--- config.mk ---
export PLATFORM = sky130hd
export DESIGN_NAME = qeciphy_tx_packet_gen
export DESIGN_NICKNAME = d
export VERILOG_FILES = /design/src/rtl/qeciphy_pkg.sv /design/src/rtl/qeciphy_frame_counter.sv /design/src/rtl/qeciphy_tx_packet_gen.sv
export SDC_FILE = /design/constraint.sdc
export NUM_CORES = 1
export LEC_CHECK = 0
export ABC_AREA = 1
export BUFFER_PORTS_ARGS = -buffer_cell sky130_fd_sc_hd__buf_2
export CORE_ASPECT_RATIO = 1.25
export CORE_MARGIN = 3
export CORE_UTILIZATION = 40
export CTS_CLUSTER_SIZE = 10
export DETAILED_ROUTE_END_ITERATION = 8
export GPL_ROUTABILITY_DRIVEN = 0
export GPL_TIMING_DRIVEN = 0
export PLACE_DENSITY_LB_ADDON = 0.2
export RECOVER_POWER = 100
export SYNTH_ARGS = -nofsm -noshare
export SYNTH_HDL_FRONTEND = slang
export SYNTH_HIERARCHICAL = 1
export SYNTH_SLANG_ARGS = --single-unit
--- constraint.sdc ---
create_clock -name clk_i -period 1.4 [get_ports clk_i]
set_input_delay 0 -clock clk_i [delete_from_list [all_inputs] [get_ports clk_i]]
set_output_delay 0 -clock clk_i [all_outputs]
set_load 0.05 [all_outputs]
--- src/rtl/qeciphy_pkg.sv ---
// rtl/qeciphy_pkg.sv - Shared QECIPHY line characters, framing words and TX state type
package qeciphy_pkg;

  localparam logic [7:0]  K28_5     = 8'hBC;
  localparam logic [7:0]  K27_7     = 8'hFB;
  localparam logic [63:0] FAW_WORD  = 64'h4A4A_4A4A_4A4A_4ABC;
  localparam logic [7:0]  FAW_K     = 8'h01;
  localparam logic [63:0] IDLE_WORD = 64'h0000_0000_0000_00FB;
  localparam logic [7:0]  IDLE_K    = 8'h01;

  typedef enum logic [1:0] {
    TX_OFF,
    TX_IDLE,
    TX_ACTIVE
  } tx_state_t;

endpackage

--- src/rtl/qeciphy_frame_counter.sv ---
// rtl/qeciphy_frame_counter.sv - Free-running frame slot counter with early FAW boundary strobe
module qeciphy_frame_counter #(
  parameter int FRAME_LEN = 64,
  parameter int CW        = (FRAME_LEN > 1) ? $clog2(FRAME_LEN) : 1
) (
  input  logic          clk_i,
  input  logic          rst_i,
  output logic [CW-1:0] slot_o,
  output logic          almost_faw_boundary_o
);

  localparam logic [CW-1:0] LAST_SLOT = CW'(FRAME_LEN - 1);

  always_ff @(posedge clk_i) begin
    if (rst_i) begin
      slot_o <= '0;
    end else if (slot_o == LAST_SLOT) begin
      slot_o <= '0;
    end else begin
      slot_o <= slot_o + CW'(1);
    end
  end

  // Pure decode so the controller sees it in the same cycle the last slot is live.
  assign almost_faw_boundary_o = (slot_o == LAST_SLOT);

endmodule

--- src/rtl/qeciphy_tx_packet_gen.sv ---
// rtl/qeciphy_tx_packet_gen.sv - TX framing: FAW insertion, idle fill and user data muxing
module qeciphy_tx_packet_gen
  import qeciphy_pkg::*;
#(
  parameter int FRAME_LEN = 64,
  parameter int DATA_W    = 64
) (
  input  logic                clk_i,
  input  logic                rst_i,
  input  logic                tx_off_i,
  input  logic                tx_idle_i,
  input  logic                tx_active_i,
  input  logic [DATA_W-1:0]   s_data_i,
  input  logic                s_valid_i,
  output logic                s_ready_o,
  output logic                almost_faw_boundary_o,
  output logic [DATA_W-1:0]   tx_data_o,
  output logic [DATA_W/8-1:0] tx_k_o
);

  localparam int CW = (FRAME_LEN > 1) ? $clog2(FRAME_LEN) : 1;
  localparam int KW = DATA_W / 8;

  localparam logic [DATA_W-1:0] FAW_D  = DATA_W'(FAW_WORD);
  localparam logic [DATA_W-1:0] IDLE_D = DATA_W'(IDLE_WORD);
  localparam logic [KW-1:0]     FAW_KF = KW'(FAW_K);
  localparam logic [KW-1:0]     IDLE_KF = KW'(IDLE_K);

  logic [CW-1:0] slot;
  logic          faw_slot;
  tx_state_t     state;

  qeciphy_frame_counter #(
    .FRAME_LEN(FRAME_LEN),
    .CW       (CW)
  ) u_frame_counter (
    .clk_i                (clk_i),
    .rst_i                (rst_i),
    .slot_o               (slot),
    .almost_faw_boundary_o(almost_faw_boundary_o)
  );

  // Off wins over everything; an all-zero pattern from the controller is also off.
  always_comb begin
    state = TX_OFF;
    if (tx_off_i || !(tx_idle_i || tx_active_i)) begin
      state = TX_OFF;
    end else if (tx_idle_i) begin
      state = TX_IDLE;
    end else begin
      state = TX_ACTIVE;
    end
  end

  assign faw_slot  = (slot == '0);
  assign s_ready_o = (state == TX_ACTIVE) && !faw_slot && !rst_i;

  always_ff @(posedge clk_i) begin
    if (rst_i) begin
      tx_data_o <= IDLE_D;
      tx_k_o    <= IDLE_KF;
    end else if (state == TX_OFF) begin
      tx_data_o <= IDLE_D;
      tx_k_o    <= IDLE_KF;
    end else if (faw_slot) begin
      tx_data_o <= FAW_D;
      tx_k_o    <= FAW_KF;
    end else if (s_ready_o && s_valid_i) begin
      tx_data_o <= s_data_i;
      tx_k_o    <= '0;
    end else begin
      tx_data_o <= IDLE_D;
      tx_k_o    <= IDLE_KF;
    end
  end

endmodule

# ---- Word level (Yosys, flattened, before mapping)
# Cells that the tools add are included.
# Widths: inputs -> output; s select.
dict set report op_classes {
  add_sub_neg 1
  mul 0
  div_mod_pow 0
  order_cmp 0
  eq_ne 2
  shift 0
  n_mux 5
  bitwise 1
  reduce_logical 14
}
# operator n
set ops {}
lappend ops {{$mux 63} 2}
lappend ops {{$add 6x1->6 const B} 1}
lappend ops {{$eq 6x6->1 const B} 1}
lappend ops {{$logic_not 6->1} 1}
lappend ops {{$mux 2} 2}
lappend ops {{$reduce_or 2->1} 2}
lappend ops {{$reduce_or 4->1} 1}
lappend ops {{$logic_and 1x1->1} 3}
lappend ops {{$logic_not 1->1} 3}
lappend ops {{$reduce_or 3->1} 1}
lappend ops {{$eq 2x2->1 const B} 1}
lappend ops {{$logic_not 2->1} 1}
lappend ops {{$logic_or 1x1->1} 2}
lappend ops {{$mux 1} 1}
lappend ops {{$not 1->1} 1}
dict set report totals {
  regBits 78
  latchBits 0
  ramBits 0
  romBits 0
  input_bits 70
  output_inout_bits 74
  wordCells 27
  memories 0
}

# ---- Longest topological paths before layout
dict set report logic_depth {
  word_depth 10
  ltp_mapped 6
  depth_no_buf 6
}

# ---- Cells and area by module
# The synthesis kept the hierarchy.
# mod n_inst cells_each area_per_inst_um2 seq_area_each_um2
set by_module_without_submodules {}
lappend by_module_without_submodules {qeciphy_tx_packet_gen 1 227 2038.2 1301.2}
lappend by_module_without_submodules {qeciphy_frame_counter 1 36 265.3 120.1}

# ---- Least setup slack after synthesis
# No wires, ideal clock.
dict set report synth_path {
  kind {register to register}
  from {register u_frame_counter.slot_o[3]}
  to {register tx_data_o[5]}
  setup_ns 0.120
  arrival_time_ns 1.004
  t_required_ns 1.280
  slack_ns 0.276
  path_stages_with_launch 6
  n_path_buf 1
  synth_period_minus_slack_ns 1.124
  cell_sequence {dfxtp_1 > nor2_1 > nand3_2 > nand3_4 > buf_6 > or2_1}
}
dict set report synth_via {
  elab_chain_len 7
}
# item line_no
set synth_lines {}
lappend synth_lines {{start, declared} qeciphy_frame_counter.sv:8} ;# output logic [CW-1:0] slot_o,
lappend synth_lines {{start signal, assigned} qeciphy_frame_counter.sv:20} ;# slot_o <= slot_o + CW'(1);
lappend synth_lines {{$logic_not 6->1 *} qeciphy_tx_packet_gen.sv:55} ;# assign faw_slot = (slot == '0);
lappend synth_lines {{$logic_not 1->1} qeciphy_tx_packet_gen.sv:56} ;# assign s_ready_o = (state == TX_ACTIVE) && !faw_slot && !rst_i;
lappend synth_lines {{$logic_and 1x1->1 (2 in series)} qeciphy_tx_packet_gen.sv:56}
lappend synth_lines {{$logic_and 1x1->1} qeciphy_tx_packet_gen.sv:68} ;# end else if (s_ready_o && s_valid_i) begin
lappend synth_lines {{$not 1->1 (no source line)} --}
lappend synth_lines {{$reduce_or 4->1 (no source line) *} --}
lappend synth_lines {{end signal, assigned} qeciphy_tx_packet_gen.sv:69} ;# tx_data_o <= s_data_i;
lappend synth_lines {{end, declared} qeciphy_tx_packet_gen.sv:17} ;# output logic [DATA_W-1:0] tx_data_o,
# Mark *: on every way between the ends. The rest lies on a longest branch, timed or not.
# A chain may end at the register's enable or synchronous reset.

# ---- Final worst setup path
dict set report layout_path {
  from {input rst_i}
  to {register tx_data_o[7]}
}
dict set report layout_via {
  elab_chain_len 5
}
# item line_no
set layout_lines {}
lappend layout_lines {{start, declared} qeciphy_tx_packet_gen.sv:9} ;# input logic rst_i,
lappend layout_lines {{$logic_not 1->1} qeciphy_tx_packet_gen.sv:56}
lappend layout_lines {{$logic_and 1x1->1} qeciphy_tx_packet_gen.sv:56}
lappend layout_lines {{$logic_and 1x1->1} qeciphy_tx_packet_gen.sv:68}
lappend layout_lines {{$not 1->1 (no source line)} --}
lappend layout_lines {{$reduce_or 4->1 (no source line) *} --}
# Marked as above.

==> key figures <==
Final layout
  – Most frequent cells in the layout: buf_2, inv_1, dfxtp_1
  – Register area: 1430 um2
  – Share of cells above drive strength 1: 24.8%
  – Commonest non-fill, non-tap cell in the layout: buf_2
  – Fill cell count: 454
  – N_diodes: 0
  – Design area: 3910 um2
  – Layout Nets: 559
  – Area of the multi-input gates: 537 um2
  – Area Overhead vs Synth: 69.6%

Global routing
  – Largest net degree at the start of global routing: 12
  – Initial antenna violation count: 0
  – Vias in the first global route: 2,362
  – Total gr overflow: 0
  – First-pass GRT wire length: 10.5 mm
  – GRT Overall Usage: 20.7%

Timing
  – RSZ-0062 raised after global routing: false
  – Final Skew: 0.00994 ns
  – Worst rel slew slack: 56.8%
  – Final Max Slew Viols: 0
  – Final hold vios: 0
  – Fmax: 769 MHz
  – Fin crit period: 1.30 ns
  – Final setup TNS: 0 ns
  – Setup violators final: 0
  – Fin crit share: 92.9%
  – Worst Tran Pin Value: 0.650 ns

Power
  – Clock network fraction of total power: 35.3%
  – Switch Pwr: 0.00114 W
  – Sw frac: 26.5%
  – Gate power share: 16.0%
  – Pleak: 2.02 nW
  – Flop pwr share: 48.8%
  – Max rail drop VDD: 757 uV
  – Pint: 0.00317 W
  – Pwr per Cell Area: 1100 nW/um2

Setup path
  – Crit start category: primary input
  – CP Max Fanout: 10
  – Critical path data arrival time: 1.53 ns
  – CP required: 1.63 ns
  – Critical Path End Type: flop
  – Critical path class: in -> reg

Yosys
  – Mean instance size in the synthesized netlist: 8.76 um2
  – Seq/Total Area, Yosys: 61.7%
  – Post-Synthesis Cells: 263
  – Yosys warning total: 6
  – Netlist cell types: 26
  – Cell Area, Synth: 2300 um2
  – Yosys reg bits: 71

Outcome
  – Status: finished clean

Die
  – Rows: 30
  – Die ar.: 6710 um2
  – Initial Util: 41.7%
  – Die Span Y: 90.8 um
  – Core footprint: 5520 um2
  – Top Ports: 144
  – Die width: 73.9 um

Clock tree
  – H-tree lvl count: 3
  – Total CTS buffers: 9
  – Skew-Pair Late Insertion Delay: 0.34 ns
  – CTS tree: yes
  – Root buffer cell: clkbuf_8
  – Worst-path clk slew: 0.07 ns
  – Clock buffer depth: 2
  – Clock sinks: 71

Routing
  – Final wirelength: 7.00 mm
  – Drt pass-1 iters: 4
  – DR iter-0 viols: 97
  – Average vias per placed instance: 4.19
  – Vias: 2,329
  – Drt drc: 0
  – Antenna Nets Post-Route: 0
  – Routed len/inst: 12.6 um

Placed design
  – Total placed instance area: 3090 um2
  – PortBufs: 136
  – Hpwl dp: 4.06 mm

Run
  – Maxcap violations: 0

Hold path
  – Hold Path Class: in -> reg
-- kinds of logic (layout without fill, tap and decap cells) --
group           after synthesis  after routing  synth area share (%)
compound gates               23             23                  5.00
xor+xnor                      1              1                 0.380
fa+ha+maj                     1              1                 0.543
buf+inv                      88            311                  16.3
flops                        71             71                  61.7
other cells                   1              7                 0.163
simple gates                 78             78                  15.9
-- Yosys cell counts (all sizes together) --
cell type  count  share of area (%)
o21ai         22                4.8
or2            4                1.1
nand2b         1               0.60
nor2          49                8.4
dfxtp         71                 62
inv           73                 12
ha             1               0.54
nor3           2               0.43
nand3          4                1.6
buf           15                4.4
a21oi          1               0.22
xor2           1               0.38
conb           1               0.16
nand2         14                2.6
nand4          3               0.81
nand3b         1               0.33
-- path summary, 6_finish.rpt --
check | from | to | slack, ns | cells past startpoint
setup / recovery | rst_i | tx_data_o[7]$_SDFF_PP1_ | 0.1 | 8
hold / removal | tx_off_i | tx_data_o[6]$_SDFF_PP1_ | 0.05 | 5
setup reg to reg | u_frame_counter/slot_o[4]$_SDFF_PP0_ | tx_data_o[7]$_SDFF_PP1_ | 0.12 | 5
hold reg to reg | u_frame_counter/slot_o[5]$_SDFF_PP0_ | u_frame_counter/slot_o[5]$_SDFF_PP0_ | 0.52 | 2
-- final cells by class --
class	count	share of cell area, %
clock inverters	4	1.22
flip-flops and latches	71	36.5
inverters	73	7.01
repair buffers	208	33.7
well taps	64	2.05
multi-input cells	110	13.7
plain buffers	15	2.37
clock buffers	11	3.36
-- routing by layer --
metal	GRT usage (%)	share of wire [%]	up-vias
met1	21.3	37	1019
met3	6.90	7.9	15
met5	0	0	-
met4	7.70	2.2	0
li1	-	-	1187
met2	37.4	52	108
-- worst max-delay path, stage by stage --
cell,delay (ns)
dlygate4sd3_1,0.52
buf_2,0.14
inv_1,0.05
nand2_1,0.07
nor2_4,0.16
nand3_4,0.14
clkbuf_2,0.20
or2_1,0.23
-- stage by stage --
| step | hold slack (ns) | instances | total power [W] | util [%] | worst slack, ns |
|---|---|---|---|---|---|
| 2_1_floorplan | 0.0793 | 269 | 0.00250 | - | 0.276 |
| 3_3_place_gp | 0.178 | 469 | 0.00266 | 55.9 | 0.108 |
| 3_5_place_dp | 0.183 | 469 | 0.00267 | 55.9 | 0.0886 |
| 4_1_cts | 0.0354 | 550 | 0.00433 | 71.2 | 0.0163 |
| 5_1_grt | 0.0688 | 556 | 0.00448 | 70.8 | 0.00693 |
| 6_report | 0.0484 | 556 | 0.00431 | 70.8 | 0.0992 |
-- power groups by stage --
| stage | logic, W | registers [W] | clock network (W) |
|---|---|---|---|
| finish | 0.000689 | 0.00210 | 0.00152 |
| detailed placement | 0.000528 | 0.00215 | 0 |
| global route | 0.000736 | 0.00211 | 0.00164 |
| CTS | 0.000675 | 0.00210 | 0.00156 |
| global placement | 0.000522 | 0.00214 | 0 |
| floorplan | 0.000163 | 0.00233 | 0 |
-- registers in the layout (all words and copies together) (netlist names) --
name                    count
u_frame_counter/slot_o      6
tx_k_o                      1
tx_data_o                  64
-- timing repair --
| item | 4_1_cts | 5_1_grt |
|---|---|---|
| pin swaps | 0 | 1 |
| hold endpoints to repair | 66 | 0 |
| endpoints found under the setup margin | 1 | 10 |
| setup buffers | 0 | 6 |
| resized for setup | 4 | 9 |
| hold buffers | 66 | 0 |
No activity file was read; power rests on OpenSTA's default activity.
